==> config.mk <==
export PLATFORM = sky130hd
export DESIGN_NAME = cla_sub16_pipe_flat
export DESIGN_NICKNAME = d
export VERILOG_FILES = /design/src/rtl/cla_sub16_pipe_if.sv /design/src/rtl/cla_sub16_pipe.sv /design/src/flat_wrapper.sv
export SDC_FILE = /design/constraint.sdc
export NUM_CORES = 1
export LEC_CHECK = 0
export ABC_AREA = 1
export CORE_ASPECT_RATIO = 0.75
export CORE_MARGIN = 1.5
export CORE_UTILIZATION = 60
export DETAILED_ROUTE_END_ITERATION = 10
export DONT_BUFFER_PORTS = 1
export PLACE_DENSITY = 0.76
export SYNTH_ARGS = -nofsm -noshare
export SYNTH_HDL_FRONTEND = slang
export SYNTH_SLANG_ARGS = --single-unit
==> constraint.sdc <==
create_clock -name clk -period 2.7 [get_ports clk]
set_clock_uncertainty 0.1 [all_clocks]
set_input_delay 0.54 -clock clk [delete_from_list [all_inputs] [get_ports clk]]
set_output_delay 0.54 -clock clk [all_outputs]
set_load 0.02 [all_outputs]
==> src/rtl/cla_sub16_pipe_if.sv <==
// Operand/result handshake bundle for the pipelined CLA subtractor.
// master drives operands and out_ready; slave (the subtractor) returns results.
interface cla_sub16_pipe_if #(
    parameter int WIDTH = 16
);
    logic             in_valid;
    logic             in_ready;
    logic [WIDTH-1:0] a;
    logic [WIDTH-1:0] b;
    logic             bin;
    logic             out_valid;
    logic             out_ready;
    logic [WIDTH-1:0] diff;
    logic             bout;
    logic             zero;
    logic             neg;
    logic             ovf;

    modport master (
        output in_valid, a, b, bin, out_ready,
        input  in_ready, out_valid, diff, bout, zero, neg, ovf
    );

    modport slave (
        input  in_valid, a, b, bin, out_ready,
        output in_ready, out_valid, diff, bout, zero, neg, ovf
    );
endinterface

==> src/rtl/cla_sub16_pipe.sv <==
// Two-stage pipelined subtractor: diff = a + ~b + ~bin built from 4-bit
// carry-lookahead groups. Stage 1 resolves the low SPLIT bits, stage 2 the
// rest plus flags. bout is the inverted final carry.
module cla_sub16_pipe #(
    parameter int WIDTH = 16,
    parameter int SPLIT = 8
) (
    input  logic              clk,
    input  logic              rst_n,
    cla_sub16_pipe_if.slave   bus
);
    localparam int HI  = WIDTH - SPLIT;
    localparam int NGL = SPLIT / 4;
    localparam int NGH = HI / 4;

    // 4-bit lookahead group: returns {carry_out, sum}
    function automatic logic [4:0] cla4(input logic [3:0] x, input logic [3:0] y,
                                        input logic c0);
        logic [3:0] g;
        logic [3:0] p;
        logic [3:0] c;
        logic       co;
        g    = x & y;
        p    = x ^ y;
        c[0] = c0;
        c[1] = g[0] | (p[0] & c0);
        c[2] = g[1] | (p[1] & g[0]) | (p[1] & p[0] & c0);
        c[3] = g[2] | (p[2] & g[1]) | (p[2] & p[1] & g[0]) | (p[2] & p[1] & p[0] & c0);
        co   = g[3] | (p[3] & g[2]) | (p[3] & p[2] & g[1]) | (p[3] & p[2] & p[1] & g[0])
             | (p[3] & p[2] & p[1] & p[0] & c0);
        return {co, p ^ c};
    endfunction

    logic             s1_valid_q;
    logic [SPLIT-1:0] s1_lo_q,   lo_d;
    logic             s1_c_q,    lo_c_d;
    logic [HI-1:0]    s1_ahi_q;
    logic [HI-1:0]    s1_nbhi_q;

    logic             s2_valid_q;
    logic [WIDTH-1:0] diff_q,    diff_d;
    logic             bout_q,    bout_d;
    logic             zero_q,    zero_d;
    logic             neg_q,     neg_d;
    logic             ovf_q,     ovf_d;
    logic [HI-1:0]    hi_d;
    logic             hi_c_d;

    logic adv1;
    logic adv2;

    // Stage 2 may load whenever it is empty or its result is being taken.
    assign adv2         = ~s2_valid_q | bus.out_ready;
    assign adv1         = ~s1_valid_q | adv2;
    assign bus.in_ready = adv1;

    // Low slice: subtract by adding the complement, carry-in is ~borrow-in.
    always_comb begin : low_slice
        logic       c;
        logic [4:0] r;
        c    = ~bus.bin;
        r    = '0;
        lo_d = '0;
        for (int g = 0; g < NGL; g++) begin
            r              = cla4(bus.a[g*4 +: 4], ~bus.b[g*4 +: 4], c);
            lo_d[g*4 +: 4] = r[3:0];
            c              = r[4];
        end
        lo_c_d = c;
    end

    // High slice completion and flags from the stage-1 snapshot.
    always_comb begin : high_slice
        logic       c;
        logic [4:0] r;
        c    = s1_c_q;
        r    = '0;
        hi_d = '0;
        for (int g = 0; g < NGH; g++) begin
            r              = cla4(s1_ahi_q[g*4 +: 4], s1_nbhi_q[g*4 +: 4], c);
            hi_d[g*4 +: 4] = r[3:0];
            c              = r[4];
        end
        hi_c_d = c;
        diff_d = {hi_d, s1_lo_q};
        bout_d = ~hi_c_d;
        zero_d = ~|diff_d;
        neg_d  = diff_d[WIDTH-1];
        // b's sign bit is recovered from the stored complement
        ovf_d  = (s1_ahi_q[HI-1] ^ ~s1_nbhi_q[HI-1]) & (diff_d[WIDTH-1] ^ s1_ahi_q[HI-1]);
    end

    // Stage 1 register: low-slice result, its carry, and the high operand halves.
    always_ff @(posedge clk or negedge rst_n) begin
        if (!rst_n) begin
            s1_valid_q <= 1'b0;
            s1_lo_q    <= '0;
            s1_c_q     <= 1'b0;
            s1_ahi_q   <= '0;
            s1_nbhi_q  <= '0;
        end else if (adv1) begin
            s1_valid_q <= bus.in_valid;
            if (bus.in_valid) begin
                s1_lo_q   <= lo_d;
                s1_c_q    <= lo_c_d;
                s1_ahi_q  <= bus.a[WIDTH-1:SPLIT];
                s1_nbhi_q <= ~bus.b[WIDTH-1:SPLIT];
            end
        end
    end

    // Stage 2 register: full result and flags, held while the consumer stalls.
    always_ff @(posedge clk or negedge rst_n) begin
        if (!rst_n) begin
            s2_valid_q <= 1'b0;
            diff_q     <= '0;
            bout_q     <= 1'b0;
            zero_q     <= 1'b0;
            neg_q      <= 1'b0;
            ovf_q      <= 1'b0;
        end else if (adv2) begin
            s2_valid_q <= s1_valid_q;
            if (s1_valid_q) begin
                diff_q <= diff_d;
                bout_q <= bout_d;
                zero_q <= zero_d;
                neg_q  <= neg_d;
                ovf_q  <= ovf_d;
            end
        end
    end

    assign bus.out_valid = s2_valid_q;
    assign bus.diff      = diff_q;
    assign bus.bout      = bout_q;
    assign bus.zero      = zero_q;
    assign bus.neg       = neg_q;
    assign bus.ovf       = ovf_q;
endmodule

==> src/flat_wrapper.sv <==
// flat-port wrapper written by rule: the top's interface ports become plain ports
module cla_sub16_pipe_flat 
#(
    parameter int WIDTH = 16,
    parameter int SPLIT = 8
)
  (clk, rst_n, bus_in_valid, bus_a, bus_b, bus_bin, bus_out_ready, bus_in_ready, bus_out_valid, bus_diff, bus_bout, bus_zero, bus_neg, bus_ovf);
  cla_sub16_pipe_if #(.WIDTH(WIDTH)) bus_i ();
  input  logic clk;
  input  logic rst_n;
  input wire logic [$bits(bus_i.in_valid)-1:0] bus_in_valid;
  input wire logic [$bits(bus_i.a)-1:0] bus_a;
  input wire logic [$bits(bus_i.b)-1:0] bus_b;
  input wire logic [$bits(bus_i.bin)-1:0] bus_bin;
  input wire logic [$bits(bus_i.out_ready)-1:0] bus_out_ready;
  output wire logic [$bits(bus_i.in_ready)-1:0] bus_in_ready;
  output wire logic [$bits(bus_i.out_valid)-1:0] bus_out_valid;
  output wire logic [$bits(bus_i.diff)-1:0] bus_diff;
  output wire logic [$bits(bus_i.bout)-1:0] bus_bout;
  output wire logic [$bits(bus_i.zero)-1:0] bus_zero;
  output wire logic [$bits(bus_i.neg)-1:0] bus_neg;
  output wire logic [$bits(bus_i.ovf)-1:0] bus_ovf;
  assign bus_i.in_valid = bus_in_valid;
  assign bus_i.a = bus_a;
  assign bus_i.b = bus_b;
  assign bus_i.bin = bus_bin;
  assign bus_i.out_ready = bus_out_ready;
  assign bus_in_ready = bus_i.in_ready;
  assign bus_out_valid = bus_i.out_valid;
  assign bus_diff = bus_i.diff;
  assign bus_bout = bus_i.bout;
  assign bus_zero = bus_i.zero;
  assign bus_neg = bus_i.neg;
  assign bus_ovf = bus_i.ovf;
  cla_sub16_pipe #(.WIDTH(WIDTH), .SPLIT(SPLIT)) u_core (.clk(clk), .rst_n(rst_n), .bus(bus_i));
endmodule
After elaboration in Yosys (flattened, before gate mapping)
Cells that the tools add are included.
{ "op_classes": {"reduce_logical": 4, "bitwise": 129} }
{ "ops": {"columns": ["cell", "n"], "rows": [
  ["AND 1 bit", 65],
  ["OR 1 bit", 42],
  ["XOR 4 bit", 8],
  ["AND 4 bit", 4],
  ["OR reduction 16 bit", 1],
  ["inverter 4 bit", 2],
  ["inverter 8 bit", 1],
  ["inverter 1 bit", 5],
  ["AND reduction 2 bit", 2],
  ["XOR 1 bit", 2],
  ["zero test 1 bit", 1]
]} }
{ "totals": {"wordCells": 144, "inputBits": 37, "reg_bits": 47} }

Depth between registers and ports, before layout
Gate-level depths: netlist of run 1.
{ "logic_depth": {"ltp_word": 11, "ltp_mapped": 15, "depth_no_buf": 15} }

Worst setup path before layout of run 1
OpenSTA, ideal clock, no wires.
{ "synth_path": {"path_kind": "reg-to-reg", "from": "register u_core.s1_nbhi_q[3]", "to": "register u_core.zero_q (netlist: u_core.bus.zero)", "arrival_time_ns": 2.074, "path_stages_with_launch": 14, "t_required_ns": 2.535, "setup_slack_ns": 0.461, "path_cell_list": "dfrtp_1 ha_1 nand2_1 nor2_1 nor2_1 nand3_2 fa_1 xnor2_1 nand3_1 nor2_1 nand2_1 nor2_1 nand3_1 nand2_1"} }
{ "synth_between": {"elab_chain_len": 11} }
{ "synth_lines": {"columns": ["element", "line", "source"], "rows": [
  ["from (decl)", "cla_sub16_pipe.sv:38", "logic [HI-1:0] s1_nbhi_q;"],
  ["from (signal assigned)", "cla_sub16_pipe.sv:107", "s1_nbhi_q <= ~bus.b[WIDTH-1:SPLIT];"],
  ["XOR 4 bit", "cla_sub16_pipe.sv:24", "p = x ^ y;"],
  ["AND 1 bit, on equally long branches", "cla_sub16_pipe.sv:29, cla_sub16_pipe.sv:30", null],
  ["OR 1 bit, or another cell as far along (2 in a row)", "cla_sub16_pipe.sv:29", "co = g[3] | (p[3] & g[2]) | (p[3] & p[2] & g[1]) | (p[3] & p[2] & p[1] & g[0])"],
  ["OR 1 bit / AND 1 bit (equally long branches)", "cla_sub16_pipe.sv:29, cla_sub16_pipe.sv:30", null],
  ["OR 1 bit", "cla_sub16_pipe.sv:30", "| (p[3] & p[2] & p[1] & p[0] & c0);"],
  ["AND 1 bit, on equally long branches", "cla_sub16_pipe.sv:26, cla_sub16_pipe.sv:27, cla_sub16_pipe.sv:28", null],
  ["OR 1 bit, on equally long branches", "cla_sub16_pipe.sv:26, cla_sub16_pipe.sv:27, cla_sub16_pipe.sv:28", null],
  ["XOR 4 bit", "cla_sub16_pipe.sv:31", "return {co, p ^ c};"],
  ["OR reduction 16 bit (*)", "cla_sub16_pipe.sv:87", "zero_d = ~|diff_d;"],
  ["zero test 1 bit (*)", "cla_sub16_pipe.sv:87", null],
  ["to (signal assigned)", "cla_sub16_pipe.sv:126", "zero_q <= zero_d;"],
  ["to (decl)", "cla_sub16_pipe.sv:43", "logic zero_q, zero_d;"]
]} }
Mark *: on every way between the ends. The rest lies on a longest branch, timed or not.
A chain may end at the register's enable or synchronous reset.

Worst setup path in the final report of run 1
Same ends and word-level chain as after synthesis.

==> results of run 1 <==
registers in the layout, summed over array words and instances, names as in the netlist:
signal and count:
u_core.bus.diff 15, u_core.s1_ahi_q 8, u_core.s1_lo_q 8, u_core.s1_nbhi_q 8, u_core.bus.bout 1, u_core.bus.neg 1, u_core.bus.out_valid 1, u_core.bus.ovf 1
u_core.bus.zero 1, u_core.s1_c_q 1, u_core.s1_valid_q 1
cells by family after synthesis:
family	count (synthesis)
buffers and inverters	43
AND/OR/NAND/NOR	151
adder cells (fa/ha/maj)	20
XOR/XNOR	5
flip-flops	46
AO/OA/AOI/OAI	36
worst reg2reg max path, delay by kind of cell, from the launching register on:
family	cells	cell delay, ns
XOR/XNOR	1	0.22
adder cells (fa/ha/maj)	2	0.81
AND/OR/NAND/NOR	10	0.93
flip-flops	1	0.39
path summary, 6_finish.rpt:
| kind | start | endpoint | slack (ns) | depth (start not counted) |
|---|---|---|---|---|
| worst max register to register | u_core.s1_nbhi_q[3] | u_core.bus.zero | 0.19 | 13 |
| worst min-delay path | bus_b[14] | u_core.s1_nbhi_q[6] | 0.24 | 1 |
| max in group asynchronous | rst_n | u_core.s1_ahi_q[0] | 1.66 | 2 |
| worst min register to register | u_core.s1_ahi_q[1] | u_core.s1_ahi_q[1] | 0.40 | 2 |
| worst max-delay path | u_core.s1_nbhi_q[3] | u_core.bus.zero | 0.19 | 13 |
| min in group asynchronous | rst_n | u_core.bus.diff[3] | 0.64 | 2 |
per-layer routing:
metal | wire, µm | GRT usage [%] | up-vias
met1 | 2260 | 33.09 | 875
met5 | 0 | 0 | -
met2 | 2221 | 38.18 | 51
met4 | 66 | 7.792 | 0
met3 | 270 | 5.426 | 6
li1 | - | - | 956
final cells by class:
type,count,area [µm²]
repair buffers,4,52.55
well taps,52,65.06
clock buffers,7,86.33
multi-input cells,212,1152
inverters,35,131.4
clock inverters,1,5.005
flip-flops and latches,46,1151
fillers,326,1160
metrics by stage:
step	worst slack, ns	total power (µW)	cell area [µm²]	utilization (%)	instances
detailed placement	0.2611	1715	2502	65.79	347
global placement	0.3572	1691	2502	65.79	347
CTS	0.1914	2160	2631	69.18	357
global route	0.01006	2312	2644	69.51	357
finish	0.1888	2158	2644	69.51	357
floorplan	0.4614	1580	2465	-	301
synth_stat cells:
master / n
nor2_1: 20
a31oi_1: 2
dfrtp_1: 46
o22ai_1: 2
fa_1: 4
xor2_1: 3
nand2_1: 108
a21oi_1: 3
inv_1: 33
nand3_1: 12
nor3_1: 1
ha_1: 16
inv_2: 1
clkinv_1: 1
a21o_1: 2
buf_4: 1
and3_1: 2
o21ai_1: 3
nand4_1: 2
nand3_2: 2
a22oi_1: 1
a31oi_2: 1
xnor2_1: 2
nand2_2: 4
o21ai_0: 22
buf_2: 7
timing repair:
item | 4_1_cts | 5_1_grt
gates resized for setup | 0 | 1
endpoints found under the setup margin | 0 | 1
hold endpoints to repair | 46 | 0
hold buffers | 2 | 0
report_power, final:
group          internal (µW)  leakage (µW)  total [µW]  switching [µW]
registers                869      0.000562        1160             290
clock network            207     0.0000482         426             220
logic                    220      0.000816         573             353
total                   1290       0.00143        2160             863
==> metrics.yaml, run 1 <==
status: "completed"
avgSynthCellArea_um2: 8.189
cp_top_family: "simple AND/OR/NAND/NOR gates"
overflow: 0
cts.path.max_buffers: 2
clock-sinks: 46
ys_types: 26
detail_route.first_pass.iterations: 4
grt.total_usage_pct: 23.88
htree_levels: 2
final_nets: 361
yosys-mux-area-fraction_pct: 0
core_area_um2: 3804
path_cells: "ha_1 > nand2_1 > nor2_1 > nor2_1 > nand3_2 > fa_1 > xnor2_1 > nand3_1 > nor2_1 > nand2_1 > nor2_1 > nand3_1 > nand2_1"
critPathLaunchType: "register"
start_util_pct: 64.80
io_pins: 59
globalplace.congestion: 0.7944
cp.arrival_ns: 2.65
hold_violations: 0
clk_pin_slew_ns: 0.08
cp.required_ns: 2.84
synthAdderAreaFrac_pct: 11.37
hold-worst-slack_ns: 0.2402
cp_slowest_cell: "fa_1"
post_cts_buffers: 0
wl_per_cell_um: 13.50
grt_start_max_net_pins: 47
path_class: "reg2reg"
setup_viol: 0
yosys_register_bits: 46
crit_path_max_incr_delay_ns: 0.45
area_growth_pct: 7.259
grt_pass1_vias: 1761
diodes: 0
yosysWarnings: 0
ir_drop_mv: 0.5934
drt-initial-drc-count: 125
clk_latency_ns: 0.29
synth_compound_area_share_pct: 8.122
fp.dieH_um: 58.51
rsz0062_at_grt: "no"
p_per_area_nw_per_um2: 816.3
antenna_found_initial: 0
synthSimpleGateAreaFrac_pct: 24.97
yosysSeqAreaShare_pct: 46.70
fin_crit_sh_pct: 93.01
syn_area_um2: 2465
period_needed_ns: 2.511
via_per_inst: 5.289
dp_hpwl_um: 3516
finalMaxSlewViolations: 0
drive_gt1_share_pct: 6.230
finalWirelength_um: 4818
tightest_slew_ns: 0.4776
die-area_um2: 4505
die_w_um: 77.01
synth_cells: 301
drtAntennaViolNets: 0
layout_commonest_cell: "nand2_1"
clockRootBuffer: "clkbuf_8"
drc: 0
cts_tree: "built"
synth_area_leaders: "dfrtp_1, nand2_1, ha_1"
path_buf_inv: 0
end_kind: "register"
synth-xor-area-share_pct: 1.777
post-synth-top-area-fraction_pct: 46.70
num_rows: 19
synth.net_count: 358
cts_made_buffers: 5
relSlewSlack_pct: 68.04
setup-tns-final_ns: 0
p_leak_uw: 0.001425
grt_pass1_wl_um: 8273
io_buffer_count: 0
fmax_ghz: 0.3982
yosysTopAreaCell: "dfrtp_1"
cap_violations: 0
critPathMaxFanout: 5
hold_path_class: "in2reg"
vias: 1888
final_cell_mix: "nand2_1, dfrtp_1, inv_1, o21ai_0, nor2_1"
crit_top_cell: "nor2_1"
synth_top_family_by_area: "simple AND/OR/NAND/NOR gates"
(Power assumes the default switching activity.)
==> inputs of run 2 (changes only) <==
Settings changed: MAX_ROUTING_LAYER from default to met4.
==> metrics.yaml, run 2 (synthesis gave the netlist of run 1 again) <==
largest_reg_flops: 15  # unchanged
fin_crit_sh_pct: 92.87  # -0.13 points
die-area_um2: 4505  # unchanged
pwr-share-comb_pct: 26.5  # about the same
detail_route.first_pass.iterations: 4  # unchanged
relSlewSlack_pct: 68.36  # +0.32 points
critPathMaxFanout: 5  # unchanged
setup_viol: 0  # unchanged
p_leak_uw: 0.001425  # unchanged
hold_violations: 0  # unchanged
final_nets: 361  # unchanged
drive_gt1_share_pct: 6.230  # unchanged
clk_latency_ns: 0.29  # about the same
p_seq_share_pct: 53.7  # about the same
antenna_found_initial: 0  # unchanged
clockPowerShare_pct: 19.8  # about the same
dp_hpwl_um: 3516  # unchanged
grt_pass1_vias: 1759  # -0.11%
htree_levels: 2  # unchanged
path_buf_inv: 0  # unchanged
crit_top_cell: "nor2_1"
design_area_um2: 2644  # unchanged
p_per_area_nw_per_um2: 816.2  # about the same
area_growth_pct: 7.259  # unchanged
drc: 0  # unchanged
cts_made_buffers: 5  # unchanged
status: "completed"
cts_tree: "built"
cap_violations: 0  # unchanged
final_cell_mix: "nand2_1, dfrtp_1, inv_1, o21ai_0, nor2_1"
grt_pass1_wl_um: 8266  # about the same
p_switching_uw: 863.1  # about the same
overflow: 0  # unchanged
diodes: 0  # unchanged
num_rows: 19  # unchanged
crit_path_max_incr_delay_ns: 0.45  # about the same
via_per_inst: 5.269  # -0.37%
io_pins: 59  # unchanged
finalMaxSlewViolations: 0  # unchanged
vias: 1881  # -0.37%
globalplace.congestion: 0.8056  # +1.4%
wl_per_cell_um: 13.48  # -0.10%
rsz0062_at_grt: "no"
p_int_uw: 1295  # about the same
clk_pin_slew_ns: 0.08  # about the same
start_util_pct: 64.80  # unchanged
setup-tns-final_ns: 0  # unchanged
cp.arrival_ns: 2.65  # about the same
sw_frac_of_total_pct: 40.00  # about the same
critPathLaunchType: "register"
end_kind: "register"
path_class: "reg2reg"
die_w_um: 77.01  # unchanged
hold_path_class: "in2reg"
io_buffer_count: 0  # unchanged
drtAntennaViolNets: 0  # unchanged
placed_area_um2: 2502  # unchanged
clock-sinks: 46  # unchanged
drt-initial-drc-count: 100  # -20%
grt_start_max_net_pins: 47  # unchanged
cts.path.max_buffers: 2  # unchanged
fmax_ghz: 0.3988  # +0.15%
core_area_um2: 3804  # unchanged
cp_slowest_cell: "fa_1"
finalWirelength_um: 4813  # -0.10%
grt.total_usage_pct: 24.69  # +0.81 points
path_cells: "ha_1 > nand2_1 > nor2_1 > nor2_1 > nand3_2 > fa_1 > xnor2_1 > nand3_1 > nor2_1 > nand2_1 > nor2_1 > nand3_1 > nand2_1"
layout_commonest_cell: "nand2_1"
cp_top_family: "simple AND/OR/NAND/NOR gates"
fp.dieH_um: 58.51  # unchanged
tightest_slew_ns: 0.4729  # -0.004788 ns
power.total_uw: 2158  # about the same
period_needed_ns: 2.508  # -0.003639 ns
cp.required_ns: 2.84  # about the same
ir_drop_mv: 0.5925  # -0.16%
clockRootBuffer: "clkbuf_8"
run 2: final timing paths:
kind | from | endpoint | slack [ns] | depth (start not counted)
setup / recovery | u_core.s1_nbhi_q[3] | u_core.bus.zero | 0.19 | 13
hold / removal | bus_b[14] | u_core.s1_nbhi_q[6] | 0.24 | 1
max in group asynchronous | rst_n | u_core.bus.out_valid | 1.66 | 2
min in group asynchronous | rst_n | u_core.bus.diff[8] | 0.64 | 2
hold reg to reg | u_core.s1_ahi_q[3] | u_core.s1_ahi_q[3] | 0.40 | 2
setup reg to reg | u_core.s1_nbhi_q[3] | u_core.bus.zero | 0.19 | 13
run 2: cell type report:
cell class | count | area (µm²)
inverter | 35 | 131.4
fill | 326 | 1160
timing repair buffer | 4 | 52.55
multi-input combinational | 212 | 1152
tap | 52 | 65.06
clock inverter | 1 | 5.005
clock buffer | 7 | 86.33
sequential | 46 | 1151
run 2: power groups by stage:
stage / Clock, µW / Sequential [µW] / Combinational (µW)
after floorplan: 0 / 1120 / 461
after global placement: 0 / 1160 / 528
after detailed placement: 0 / 1170 / 544
after CTS: 436 / 1160 / 567
after global routing: 460 / 1180 / 669
final: 427 / 1160 / 572
run 2: worst reg2reg max path, delay by kind of cell (launching register included):
| family | cells | cell delay (ns) |
|---|---|---|
| fa+ha+maj | 2 | 0.81 |
| simple gates | 10 | 0.93 |
| xor+xnor | 1 | 0.22 |
| flops | 1 | 0.39 |
run 2: through the flow:
step	instances	util, %	hold WS [ns]	worst slack, ns
after detailed placement	347	65.79	0.1454	0.2611
after CTS	357	69.18	0.2356	0.1914
after floorplan	301	-	0.1444	0.4614
after global placement	347	65.79	0.1453	0.3572
after global routing	357	69.51	0.2345	0.01008
final	357	69.51	0.2382	0.1924
run 2: repair_timing:
item | 4_1_cts | 5_1_grt
setup endpoints to repair | 0 | 1
hold buffers | 2 | 0
resized for setup | 0 | 1
buffers inserted | 0 | 0
endpoints found under the hold margin | 46 | 0
run 2: metal layers:
layer / vias to the layer above / GRT usage [%] / routed length [µm]
met2: 49 / 38.05 / 2190
li1: 954 / - / -
met5: - / - / 0
met3: 6 / 5.271 / 278
met4: 0 / 7.792 / 66
met1: 872 / 33.40 / 2278
